## src/rtl/seg_scan_decoder.sv

```systemverilog
`default_nettype none
// ============================================================================
// Module   : seg_scan_decoder
// Purpose  : Readback monitor for a scanned 7-segment bus. Decodes each
//            digit slot and commits debounced {dp,value} per digit position.
// Options  : SEG_SCAN_DEC_HEX_EN - also accept the A,b,C,d,E,F glyphs.
// Revision : 1.0 - initial release
// ============================================================================
module seg_scan_decoder #(
    parameter int DIGITS     = 4,
    parameter int SETTLE     = 4,
    parameter int STABLE_CNT = 3
) (
    input  logic                  clk,
    input  logic                  rst_n,
    input  logic [7:0]            seg_in,
    input  logic [DIGITS-1:0]     an_in,
    output logic [4*DIGITS-1:0]   digit_out,
    output logic [DIGITS-1:0]     dp_out,
    output logic [DIGITS-1:0]     valid,
    output logic [DIGITS-1:0]     upd,
    output logic                  err
);

    localparam int SW = $clog2(SETTLE + 1);
    localparam int MW = $clog2(STABLE_CNT + 1);

    localparam logic [SW-1:0] c_settle    = SW'(SETTLE);
    localparam logic [SW-1:0] c_settle_m1 = SW'(SETTLE - 1);
    localparam logic [MW-1:0] c_stable    = MW'(STABLE_CNT);
    localparam logic [MW-1:0] c_stable_m1 = MW'(STABLE_CNT - 1);
    localparam logic [MW-1:0] c_one       = MW'(1);

    // Returns {ok, value}; ok is 0 for any pattern that is not a known glyph.
    function automatic logic [4:0] seg_decode(input logic [6:0] pat);
        logic [4:0] res;
        res = 5'h00;
        case (pat)
            7'h3F:   res = {1'b1, 4'h0};
            7'h06:   res = {1'b1, 4'h1};
            7'h5B:   res = {1'b1, 4'h2};
            7'h4F:   res = {1'b1, 4'h3};
            7'h66:   res = {1'b1, 4'h4};
            7'h6D:   res = {1'b1, 4'h5};
            7'h7D:   res = {1'b1, 4'h6};
            7'h07:   res = {1'b1, 4'h7};
            7'h7F:   res = {1'b1, 4'h8};
            7'h6F:   res = {1'b1, 4'h9};
`ifdef SEG_SCAN_DEC_HEX_EN
            7'h77:   res = {1'b1, 4'hA};
            7'h7C:   res = {1'b1, 4'hB};
            7'h39:   res = {1'b1, 4'hC};
            7'h5E:   res = {1'b1, 4'hD};
            7'h79:   res = {1'b1, 4'hE};
            7'h71:   res = {1'b1, 4'hF};
`endif
            default: res = 5'h00;
        endcase
        return res;
    endfunction

    logic [7:0]        r_seg_m;
    logic [7:0]        r_seg_s;
    logic [DIGITS-1:0] r_an_m;
    logic [DIGITS-1:0] r_an_s;
    logic [DIGITS-1:0] r_an_q;
    logic [SW-1:0]     r_slot_cnt;
    logic [4:0]        r_cand [DIGITS];
    logic [MW-1:0]     r_mcnt [DIGITS];

    logic [DIGITS-1:0] w_an_low;
    logic              w_one_hot;
    logic              w_new_slot;
    logic              w_sample;
    logic [4:0]        w_dec;
    logic              w_dec_ok;
    logic [4:0]        w_smp;
    logic [DIGITS-1:0] w_hit;
    logic [DIGITS-1:0] w_reload;
    logic [DIGITS-1:0] w_commit;

    // Anode sync resets to the blanked value so the first slot after reset
    // always begins with a fresh edge.
    always_ff @(posedge clk or negedge rst_n) begin
        if (!rst_n) begin
            r_seg_m <= '0;
            r_seg_s <= '0;
            r_an_m  <= '1;
            r_an_s  <= '1;
            r_an_q  <= '1;
        end else begin
            r_seg_m <= seg_in;
            r_seg_s <= r_seg_m;
            r_an_m  <= an_in;
            r_an_s  <= r_an_m;
            r_an_q  <= r_an_s;
        end
    end

    assign w_new_slot = (r_an_s != r_an_q);

    always_ff @(posedge clk or negedge rst_n) begin
        if (!rst_n) begin
            r_slot_cnt <= '0;
        end else if (w_new_slot) begin
            r_slot_cnt <= '0;
        end else if (r_slot_cnt != c_settle) begin
            r_slot_cnt <= r_slot_cnt + SW'(1);
        end
    end

    assign w_an_low  = ~r_an_s;
    assign w_one_hot = (w_an_low != '0) && ((w_an_low & (w_an_low - DIGITS'(1))) == '0);
    assign w_sample  = w_one_hot && !w_new_slot && (r_slot_cnt == c_settle_m1);
    assign w_dec     = seg_decode(r_seg_s[6:0]);
    assign w_dec_ok  = w_dec[4];
    assign w_smp     = {r_seg_s[7], w_dec[3:0]};

    // A matching sample equals cand, so the committed value is always w_smp.
    always_comb begin
        w_hit    = '0;
        w_reload = '0;
        w_commit = '0;
        for (int k = 0; k < DIGITS; k++) begin
            w_hit[k]    = w_sample && !r_an_s[k] && w_dec_ok;
            w_reload[k] = (w_smp != r_cand[k]) || (r_mcnt[k] == '0);
            w_commit[k] = w_hit[k] && (w_reload[k] ? (c_stable == c_one)
                                                   : (r_mcnt[k] == c_stable_m1));
        end
    end

    always_ff @(posedge clk or negedge rst_n) begin
        if (!rst_n) begin
            for (int k = 0; k < DIGITS; k++) begin
                r_cand[k] <= '0;
                r_mcnt[k] <= '0;
            end
            digit_out <= '0;
            dp_out    <= '0;
            valid     <= '0;
            upd       <= '0;
            err       <= 1'b0;
        end else begin
            upd <= '0;
            err <= w_sample && !w_dec_ok;
            for (int k = 0; k < DIGITS; k++) begin
                if (w_sample && !r_an_s[k] && !w_dec_ok) begin
                    r_mcnt[k] <= '0;
                end else if (w_hit[k]) begin
                    if (w_reload[k]) begin
                        r_cand[k] <= w_smp;
                        r_mcnt[k] <= c_one;
                    end else if (r_mcnt[k] != c_stable) begin
                        r_mcnt[k] <= r_mcnt[k] + c_one;
                    end
                end
                if (w_commit[k]) begin
                    digit_out[4*k +: 4] <= w_smp[3:0];
                    dp_out[k]           <= w_smp[4];
                    valid[k]            <= 1'b1;
                    upd[k]              <= !valid[k] || ({dp_out[k], digit_out[4*k +: 4]} != w_smp);
                end
            end
        end
    end

endmodule
`default_nettype wire

```

## config.mk

```make
export PLATFORM = sky130hd
export DESIGN_NAME = seg_scan_decoder
export DESIGN_NICKNAME = d
export VERILOG_FILES = /design/src/rtl/seg_scan_decoder.sv
export SDC_FILE = /design/constraint.sdc
export NUM_CORES = 1
export LEC_CHECK = 0
export CAP_MARGIN = 10
export CORE_MARGIN = 2
export CORE_UTILIZATION = 41
export CTS_CLUSTER_SIZE = 12
export DETAILED_ROUTE_END_ITERATION = 10
export GPL_ROUTABILITY_DRIVEN = 0
export PLACE_DENSITY = 0.58
export SLEW_MARGIN = 25
export SYNTH_ARGS = -nofsm -noshare
export SYNTH_HDL_FRONTEND = slang
export SYNTH_SLANG_ARGS = --single-unit
```

## constraint.sdc

```tcl
create_clock -name clk -period 6.88 [get_ports clk]
set_input_delay 1.032 -clock clk [delete_from_list [all_inputs] [get_ports clk]]
set_output_delay 1.032 -clock clk [all_outputs]
set_load 0.02 [all_outputs]
```

After elaboration in Yosys (flattened, before gate mapping)
Cells that the tools add are included.
{"block": "totals", "regBits": 88, "mem_bits_ro": 0, "latch_bits": 0, "ramBits": 0, "n_memories": 0, "in_bits": 14, "elab_cells": 157}
{"block": "op_classes", "muxes": 27, "n_addsub": 6, "n_bitwise": 6, "n_div": 0, "n_reduce_logical": 61, "eq_ne": 29, "magnitude_cmp": 0, "multipliers": 0, "shift": 0}
{"op": "$pmux 5 s10", "count": 1}
{"op": "$eq 7x7->1 const B", "count": 7}
{"op": "$ne 5x5->1", "count": 8}
{"op": "$mux 2", "count": 16}
{"op": "$logic_and 1x1->1", "count": 20}
{"op": "$eq 7x3->1 const B", "count": 2}
{"op": "$reduce_and 3->1", "count": 4}
{"op": "$reduce_bool 3->1", "count": 4}
{"op": "$logic_not 1->1", "count": 10}
{"op": "$reduce_bool 2->1", "count": 5}
{"op": "$add 2x1->2 const B", "count": 4}
{"op": "$eq 2x2->1 const B", "count": 4}
{"op": "$logic_not 2->1", "count": 4}
{"op": "$logic_or 1x1->1", "count": 8}
{"op": "$mux 1", "count": 8}
{"op": "$ne 2x2->1 const B", "count": 4}
{"op": "$reduce_and 2->1", "count": 4}
{"op": "$eq 7x6->1 const B", "count": 1}
{"op": "$mux 3", "count": 2}
{"op": "$and 4x4->4", "count": 1}
{"op": "$logic_not 4->1", "count": 1}
{"op": "$ne 4x4->1", "count": 1}
{"op": "$not 1->1", "count": 4}
{"op": "$not 4->4", "count": 1}
{"op": "other kinds (5)", "count": 5}

Longest topological paths before layout
Gate-level depths: netlist of run 1.
{"block": "logic_depth", "ltp_word": 11, "ltp_mapped": 10, "depth_no_buf": 7}

Least setup slack after synthesis of run 1
Ideal clock, no wire load.
{"block": "synth_path", "path_kind": "register to register", "from": "register r_an_s[2]", "to": "register digit_out[12]", "setup_time_ns": 0.125, "t_required_ns": 6.755, "period_less_slack_ns": 2.731, "stages_incl_launch_ff": 10, "path_slack_ns": 4.149, "arrival_ns": 2.605, "path_cell_list": "dfstp_2 clkbuf_1 xnor2_1 and4_1 clkbuf_1 nand2_1 a211o_1 or4b_1 buf_6 mux2_4"}
{"block": "synth_via", "elab_chain_cells": 10}
{"element": "from (decl)", "line": "65", "text": "logic [DIGITS-1:0] r_an_s;"}
{"element": "from (signal assigned)", "line": "95", "text": "r_an_s <= r_an_m;"}
{"element": "$not 4->4", "line": "112", "text": "assign w_an_low = ~r_an_s;"}
{"element": "$sub 4x1->4", "line": "113", "text": "assign w_one_hot = (w_an_low != '0) && ((w_an_low & (w_an_low - DIGITS'(1))) == '0);"}
{"element": "$and 4x4->4", "line": "113"}
{"element": "$logic_not 4->1", "line": "113"}
{"element": "$logic_and 1x1->1", "line": "113"}
{"element": "$logic_and 1x1->1 (*) (2 in a row)", "line": "114", "text": "assign w_sample = w_one_hot && !w_new_slot && (r_slot_cnt == c_settle_m1);"}
{"element": "$logic_and 1x1->1 (*) (2 in a row)", "line": "125", "text": "w_hit[k] = w_sample && !r_an_s[k] && w_dec_ok;"}
{"element": "$logic_and 1x1->1 (*)", "line": "127", "text": "w_commit[k] = w_hit[k] && (w_reload[k] ? (c_stable == c_one)"}
{"element": "to (signal, indexed assignment)", "line": "158", "text": "digit_out[4*k +: 4] <= w_smp[3:0];"}
{"element": "to (decl)", "line": "18", "text": "output logic [4*DIGITS-1:0] digit_out,"}
Every way passes the cells marked *; elsewhere a longest branch is shown, timed or not.
A chain may end at the register's enable or synchronous reset.

Worst setup path after layout of run 1
{"block": "layout_path", "from": "register r_seg_s[0]", "to": "register digit_out[9]"}
{"block": "layout_via", "elab_chain_cells": 6}
{"element": "from (decl)", "line": "63", "text": "logic [7:0] r_seg_s;"}
{"element": "from (signal assigned)", "line": "93", "text": "r_seg_s <= r_seg_m;"}
{"element": "$eq 7x7->1 (tied with other cells)", "line": "38", "text": "case (pat)"}
{"element": "$pmux 5 s10 (*)", "line": "38"}
{"element": "$ne 5x5->1", "line": "126", "text": "w_reload[k] = (w_smp != r_cand[k]) || (r_mcnt[k] == '0);"}
{"element": "$logic_or 1x1->1", "line": "126"}
{"element": "$mux 1", "line": "127"}
{"element": "$logic_and 1x1->1", "line": "127"}
Marks and branches as above.

==> results.cfg, run 1 <==
[power]
power.leakage_nw = 2.24
p_int_w = 0.000767
powerDensity_nw_per_um2 = 190
p_sw_w = 0.000219
peakVddDrop_v = 0.000117
p_total_w = 0.000987
clockPowerShare_pct = 40.9
switching_share_pct = 22.2
seq_power_share_pct = 54.4
combPwrFrac_pct = 4.8

[setup_path]
arrival_ns = 3.46
critPathKind = reg2reg
r2r_end = digit_out[9]$_DFFE_PN0P_
worstReg2RegStart = r_seg_s[0]$_DFF_PN0_
rrSetupSlack_ns = 3.66
reg2reg_depth = 6
crit_required_ns = 7.12
endpoint = digit_out[9]$_DFFE_PN0P_
end_kind = register
cp_max_fo = 13
crit_path_start = r_seg_s[0]$_DFF_PN0_
crit_path_start_kind = register

[sta]
skew_ns = 0.0192
tightestPinTransition_ns = 0.936
slew_headroom_pct = 37.3
finalMaxSlewViolations = 0
holdWs_ns = 0.351
hold_viol_final = 0
fin_setup_tns_ns = 0
finalSetupViolations = 0
min_period_ns = 3.22
rsz0062_at_grt = false
fmax_mhz = 311
finalCritPeriodShare_pct = 46.8

[clock_network]
cts_tree = done
postCtsHoldBufs = 0
clkLatencyLatePin_ns = 0.36
cts_max_path_buffers = 2
post-cts-setup-buffer-count = 0
clock-root-buffer = clkbuf_8
cts.clk_slew.worst_paths_ns = 0.08
numCtsBuffers = 9
cts_sinks = 88
h-tree-depth = 3
post_cts_resized = 0

[synth]
syn_area_sq_um = 4440
ys_seq_area_share_pct = 50.0
syn_avg_cell_area_sq_um = 11.5
ys_async_sr_fraction_pct = 100
syn_inst = 386
yosysWarnings = 0
synth-edff-count = 0
syn-num-nets = 415
synth_flop_cell = dfrtp_1
ys_ff_latch = 88
synth_cell_types = 56

[detailed_routing]
vias = 3011
drt-total-wl_um = 9430
viasPerCell = 5.32
drt_iter0_drc = 135
dr.pass1.iters = 5
drc_errors = 0
wl_per_cell_um = 16.7
drtAntennaViolNets = 0

[floorplanning]
rows = 37
core_sq_um = 10400
die_area_sq_um = 11700
io_pins = 43
dieHeight_um = 108
start_util_pct = 42.6
fp.dieW_um = 108

[hold_path]
min_path_type = reg2reg
min_from = r_seg_m[3]$_DFF_PN0_

[layout]
layout-drive-gt1-share_pct = 16.0
antennaDiodeCount = 0
area_growth_pct = 16.9
final_cell_mix = dfrtp_1, clkdlybuf4s50_1, xnor2_1
mostFrequentLayoutCell = dfrtp_1
nFillCells = 955
final_nets = 454

[grt]
grt_overflow = 0
antenna_found_initial = 0
grt_pass1_wl_um = 15400
grt_start_max_net_pins = 57
grt_pass1_vias = 2953
grt_util_all_layers_pct = 17.3

[placement]
dpl.hpwl_um = 6590
place.port_buffers = 42

[status]
status = finished, final reports clean

[flow_run]
maxCapViolations = 0
Yosys cell counts, drive strengths merged (7+ instances only):
cell type  count  area [sq um]
ha            15           188
a41oi          7          61.3
nand2         14          55.1
nand4         12          81.3
nand3         15          75.1
buf           10          76.3
a31oi          9          56.3
nor2          22          82.6
mux2          31           383
a21oi          9          45.0
o211ai         7          52.6
dfstp         12           315
o21ai         18          90.1
inv           23          86.3
clkbuf         7          26.3
xnor2         31           290
dfrtp         76          1900
sequential cells by signal, indices dropped and copies added, names as in the netlist:
signal / cells
r_an_s: 4
r_slot_cnt: 3
err: 1
valid: 4
r_an_m: 4
dp_out: 4
r_mcnt: 8
r_cand: 20
r_seg_m: 8
r_seg_s: 8
digit_out: 16
upd: 4
r_an_q: 4
worst min-delay path by stage:
stage | to | slack (ns) | depth (start not counted)
floorplan | r_seg_s[0]$_DFF_PN0_ | 0.33 | 0
global placement | r_seg_s[6]$_DFF_PN0_ | 0.33 | 0
detailed placement | r_seg_s[3]$_DFF_PN0_ | 0.34 | 0
CTS | r_seg_s[3]$_DFF_PN0_ | 0.35 | 0
global route | r_seg_s[6]$_DFF_PN0_ | 0.36 | 0
finish | r_seg_s[3]$_DFF_PN0_ | 0.35 | 0
cell type report:
cell class	instances	area (sq um)	share of cell area (%)
flip-flops and latches	88	2220	42.8
repair buffers	45	440	8.49
multi-input cells	258	2030	39.2
inverters	23	86.3	1.67
clock buffers	15	231	4.46
clock inverters	1	8.76	0.169
well taps	136	170	3.28
through the flow:
stage	worst slack (ns)	instance area, sq um	utilization, %	instances
floorplan	4.15	4440	-	386
finish	3.66	5180	49.8	566
global placement	3.85	4940	47.5	550
CTS	3.67	5180	49.8	566
detailed placement	3.69	4940	47.5	550
global route	3.42	5180	49.8	566
critical path: stages (launching register included):
cell and delay (ns):
dfrtp_1 0.45, and3_1 0.40, o211a_4 0.25, or2_1 0.60, o21ai_0 0.39, nand4bb_1 0.57
mux2_4 0.44
cells by family (layout without fill, tap and decap cells):
group,Yosys count,after routing,share of synthesized area (%)
simple gates,97,97,12.3
buf+inv,40,84,4.26
xor+xnor,35,35,7.33
compound gates,79,79,13.1
fa+ha+maj,15,15,4.23
mux,32,32,8.86
flops,88,88,50.0
power groups by stage:
| stage | sequential, W | clock, W | combinational, W |
|---|---|---|---|
| 3_3_place_gp | 0.000546 | 0 | 0.0000475 |
| 6_report | 0.000536 | 0.000403 | 0.0000469 |
| 3_5_place_dp | 0.000546 | 0 | 0.0000477 |
| 5_1_grt | 0.000538 | 0.000438 | 0.0000524 |
| 2_1_floorplan | 0.000543 | 0 | 0.0000261 |
| 4_1_cts | 0.000536 | 0.000416 | 0.0000480 |
metal layers:
layer | GRT usage (%) | wire length, um | up-vias
li1 | - | - | 1457
met1 | 24.9 | 4620 | 1483
met2 | 26.6 | 4400 | 59
met3 | 2.77 | 280 | 12
met4 | 6.04 | 130 | 0
met5 | 0 | 0 | -
Power figures use the tool's default switching activity.
==> run 2: changes to the inputs <==
==> constraint.sdc (replaced) <==
create_clock -name clk -period 3.1 [get_ports clk]
set_input_delay 0.465 -clock clk [delete_from_list [all_inputs] [get_ports clk]]
set_output_delay 0.465 -clock clk [all_outputs]
set_load 0.02 [all_outputs]
==> run 2 against run 1 <==
Largest power group unchanged; clock skew decreased by 0.0064 ns; total power increased by 110%; critical path type unchanged; largest cell class unchanged; global-route usage increased by 0.19 points; maximum frequency increased by 13%; core utilization increased by 0.61 points; critical endpoint is now digit_out[13]$_DFFE_PN0P_; register-to-register slack got worse by 3.4 ns; setup slack got worse by 3.4 ns.
==> results.cfg, run 2 (same netlist as run 1, synthesis figures left out) <==
[floorplanning]
start_util_pct = 42.6
dieHeight_um = 108
rows = 37
fp.dieW_um = 108
core_sq_um = 10400
io_pins = 43
die_area_sq_um = 11700

[sta]
finalSetupViolations = 0
finalCritPeriodShare_pct = 91.9
skew_ns = 0.0128
fin_setup_tns_ns = 0
tightestPinTransition_ns = 0.656
finalMaxSlewViolations = 0
slew_headroom_pct = 56.0
holdWs_ns = 0.100
min_period_ns = 2.85
finalWorstSetupSlack_ns = 0.251
hold_viol_final = 0
rsz0062_at_grt = false
fmax_mhz = 351

[power]
p_sw_w = 0.000487
combPwrFrac_pct = 5.1
switching_share_pct = 23.6
power.leakage_nw = 2.29
powerDensity_nw_per_um2 = 394
clockPowerShare_pct = 37.1
p_int_w = 0.00158
peakVddDrop_v = 0.000233
seq_power_share_pct = 57.8
p_total_w = 0.00207

[layout]
mostFrequentLayoutCell = dfrtp_1
layout-drive-gt1-share_pct = 19.1
final_nets = 469
antennaDiodeCount = 0
final_cell_mix = dfrtp_1, clkdlybuf4s50_1, xnor2_1
top_regs = r_cand x20, digit_out x16
largest_reg_flops = 20
final_util_pct = 50.4
regMostFlops = r_cand
area_growth_pct = 18.3

[grt]
grt_pass1_wl_um = 15600
grt_overflow = 0
gr-usage-met1_pct = 24.3
grt_start_max_net_pins = 48
gr-usage-met2_pct = 27.0
antenna_found_initial = 0
busiest_layer = met2
grt_util_all_layers_pct = 17.5
met3_usage_pct = 2.53
grt_pass1_vias = 3024

[detailed_routing]
drt_iter0_drc = 154
dr.pass1.iters = 6
wl_per_cell_um = 16.1
drc_errors = 0
drt-total-wl_um = 9370
viasPerCell = 5.27
drtAntennaViolNets = 0
vias = 3064

[setup_path]
crit_required_ns = 3.35
critPathKind = reg2reg
cp_max_fo = 10
end_kind = register
arrival_ns = 3.10
crit_path_start_kind = register

[status]
status = finished, final reports clean

[hold_path]
min_path_type = in2async

[clock_network]
cts_sinks = 88
numCtsBuffers = 9
h-tree-depth = 3
cts.clk_slew.worst_paths_ns = 0.09
post-cts-setup-buffer-count = 0
post_cts_resized = 0
postCtsHoldBufs = 0
cts_max_path_buffers = 2
cts_tree = done
clock-root-buffer = clkbuf_8
clkLatencyLatePin_ns = 0.36

[placement]
pre_cts_ws_ns = 0.272
dpl.hpwl_um = 6850
place.port_buffers = 42

[flow_run]
maxCapViolations = 0
-- run 2: layout make-up --
cell class              count  area (sq um)
flip-flops and latches     88          2220
inverters                  23          86.3
well taps                 136           170
clock inverters             4          25.0
fillers                   933          5170
multi-input cells         258          2030
repair buffers             60           553
clock buffers              12           166
-- run 2: metrics by stage --
stage	std cells	cell area [sq um]
final	581	5250
after global routing	581	5250
after CTS	581	5250
after detailed placement	565	5060
after global placement	565	5060
after floorplan	386	4440
-- run 2: power groups by stage --
stage	combinational (W)	clock (W)	sequential, W
6_report	0.000106	0.000766	0.00119
5_1_grt	0.000120	0.000850	0.00120
4_1_cts	0.000109	0.000798	0.00119
3_5_place_dp	0.000108	0	0.00122
3_3_place_gp	0.000107	0	0.00121
2_1_floorplan	0.0000580	0	0.00121
-- run 2: worst max-delay path, cell delays in order, from the launching register on --
cell and delay, ns:
dfrtp_1 0.46, and3_1 0.41, o2111ai_1 0.27, a21boi_0 0.37, o211ai_1 0.15, or4b_1 0.73
mux2_4 0.36
-- run 2: path summary, 6_finish.rpt --
path	startpoint	end	slack [ns]	depth (start not counted)
setup / recovery	r_seg_s[0]$_DFF_PN0_	digit_out[13]$_DFFE_PN0P_	0.25	6
hold / removal	rst_n	r_mcnt[7]$_DFFE_PN0P_	0.10	1
hold reg to reg	r_seg_m[1]$_DFF_PN0_	r_seg_s[1]$_DFF_PN0_	0.35	0
max in group asynchronous	rst_n	r_mcnt[5]$_DFFE_PN0P_	2.30	2
setup reg to reg	r_seg_s[0]$_DFF_PN0_	digit_out[13]$_DFFE_PN0P_	0.25	6
min in group clk	r_seg_m[1]$_DFF_PN0_	r_seg_s[1]$_DFF_PN0_	0.35	0
-- run 2: metal layers --
layer  up-vias  wire length [um]  part of all wire (%)
met5         -                 0                     0
met4         0               231                   2.5
met3        15               237                   2.5
met2        49              4360                    47
met1      1507              4530                    48
li1       1493                 -                     -
==> run 3: changes to the inputs <==
--- a/config.mk
+++ b/config.mk
@@ -11,7 +11,7 @@
 export CTS_CLUSTER_SIZE = 12
 export DETAILED_ROUTE_END_ITERATION = 10
 export GPL_ROUTABILITY_DRIVEN = 0
-export PLACE_DENSITY = 0.58
+export PLACE_DENSITY = 0.72
 export SLEW_MARGIN = 25
 export SYNTH_ARGS = -nofsm -noshare
 export SYNTH_HDL_FRONTEND = slang
==> run 3 against run 2 <==
Setup slack lost 0.016 ns; core utilization is 0.48 points lower; first-iteration DRC count fell by 38%; total power decreased by 3.3%; non-clock buffer count shrank 4; wire length shrank 2.3%; sequential cell count unchanged; clock-buffer cell count did not move; die area did not move; highest routed layer unchanged; register-to-register slack worse by 0.02 ns.
==> results.cfg, run 3 (same netlist as run 1, synthesis figures left out) <==
[status]
status = finished, final reports clean

[placement]
place.port_buffers = 42
pre_cts_ws_ns = 0.254
dpl.hpwl_um = 6500

[floorplanning]
io_pins = 43
rows = 37
die_area_sq_um = 11700
fp.dieW_um = 108
start_util_pct = 42.6
dieHeight_um = 108
core_sq_um = 10400

[detailed_routing]
top_layer = met4
met2_length_um = 4430
vias = 3057
drt-total-wl_um = 9150
wl_per_cell_um = 15.9
wl_met3_um = 420
drc_errors = 0
dr.pass1.iters = 4
drt_iter0_drc = 95
met1_length_um = 4180
viasPerCell = 5.30
drtAntennaViolNets = 0

[sta]
finalCritPeriodShare_pct = 92.4
fin_setup_tns_ns = 0
finalWorstSetupSlack_ns = 0.236
hold_viol_final = 0
skew_ns = 0.0136
tightestPinTransition_ns = 0.767
min_period_ns = 2.86
finalSetupViolations = 0
slew_headroom_pct = 48.9
fmax_mhz = 349
finalMaxSlewViolations = 0
rsz0062_at_grt = false
holdWs_ns = 0.150

[layout]
antennaDiodeCount = 0
mostFrequentLayoutCell = dfrtp_1
area_growth_pct = 17.2
largest_reg_flops = 20
regMostFlops = r_cand
layout-drive-gt1-share_pct = 18.1
final_nets = 465
final_cell_mix = dfrtp_1, clkdlybuf4s50_1, xnor2_1
top_regs = r_cand x20, digit_out x16

[power]
combPwrFrac_pct = 5.1
power.leakage_nw = 2.26
clockPowerShare_pct = 35.1
peakVddDrop_v = 0.000233
p_int_w = 0.00153
powerDensity_nw_per_um2 = 384
p_sw_w = 0.000471
switching_share_pct = 23.6
seq_power_share_pct = 59.8

[setup_path]
crit_required_ns = 3.35
crit_path_start_kind = register
arrival_ns = 3.12
path_cells = and3_1 -> o2111ai_1 -> a21boi_0 -> o211ai_1 -> or4b_1 -> mux2_4
slowest_stage = or4b_1
critPathKind = reg2reg
slowest_delay_ns = 0.73
rrSetupSlack_ns = 0.24
end_kind = register
cp_max_fo = 10

[grt]
antenna_found_initial = 0
grt_overflow = 0
grt_util_all_layers_pct = 17.0
grt_pass1_wl_um = 15300
grt_start_max_net_pins = 89
grt_pass1_vias = 2988

[clock_network]
cts_tree = done
cts_max_path_buffers = 2
post_cts_resized = 0
clkLatencyLatePin_ns = 0.36
cts.clk_slew.worst_paths_ns = 0.09
clock-root-buffer = clkbuf_8
cts_sinks = 88
numCtsBuffers = 9
h-tree-depth = 3
postCtsHoldBufs = 0
post-cts-setup-buffer-count = 0

[flow_run]
maxCapViolations = 0

[hold_path]
min_path_type = in2async
## run 3: worst max-delay path: cells and delay by family, from the launching register on
kind	cells	cell delay [ns]
compound gates	3	0.78
simple gates	2	1.14
mux	1	0.37
flops	1	0.46
## run 3: through the flow
step | util (%) | area, sq um | power (W) | instances
3_3_place_gp | 48.3 | 5030 | 0.00132 | 561
5_1_grt | 49.9 | 5200 | 0.00210 | 577
3_5_place_dp | 48.3 | 5030 | 0.00132 | 561
2_1_floorplan | - | 4440 | 0.00126 | 386
4_1_cts | 49.9 | 5200 | 0.00202 | 577
6_report | 49.9 | 5200 | 0.00200 | 577
## run 3: power by group through the flow
stage | logic, W | registers, W | clock network, W
after floorplan | 0.0000580 | 0.00121 | 0
after global placement | 0.000101 | 0.00121 | 0
after detailed placement | 0.000104 | 0.00122 | 0
after CTS | 0.000104 | 0.00119 | 0.000720
after global routing | 0.000115 | 0.00120 | 0.000784
final | 0.000102 | 0.00120 | 0.000700
## run 3: final cells by class
type / instances / area (sq um)
Clock inverter: 4 / 22.5
Multi-Input combinational cell: 258 / 2030
Clock buffer: 12 / 145
Timing Repair Buffer: 56 / 527
Fill cell: 957 / 5220
Tap cell: 136 / 170
Sequential cell: 88 / 2220
Inverter: 23 / 86.3
## run 3: path summary, 6_finish.rpt
check	start	to	cells past startpoint
worst max register to register	r_seg_s[6]$_DFF_PN0_	dp_out[3]$_DFFE_PN0P_	6
worst min-delay path	rst_n	upd[3]$_DFF_PN0_	1
max in group asynchronous	rst_n	r_cand[17]$_DFFE_PN0P_	1
worst min register to register	r_seg_m[1]$_DFF_PN0_	r_seg_s[1]$_DFF_PN0_	0
worst max-delay path	r_seg_s[6]$_DFF_PN0_	dp_out[3]$_DFFE_PN0P_	6
min in group clk	r_seg_m[1]$_DFF_PN0_	r_seg_s[1]$_DFF_PN0_	0
## run 3: layer usage
| metal | up-vias | track usage, % |
|---|---|---|
| met5 | - | 0 |
| met4 | 0 | 6.23 |
| met3 | 7 | 3.38 |
| met2 | 65 | 27.0 |
| met1 | 1505 | 23.1 |
| li1 | 1480 | - |
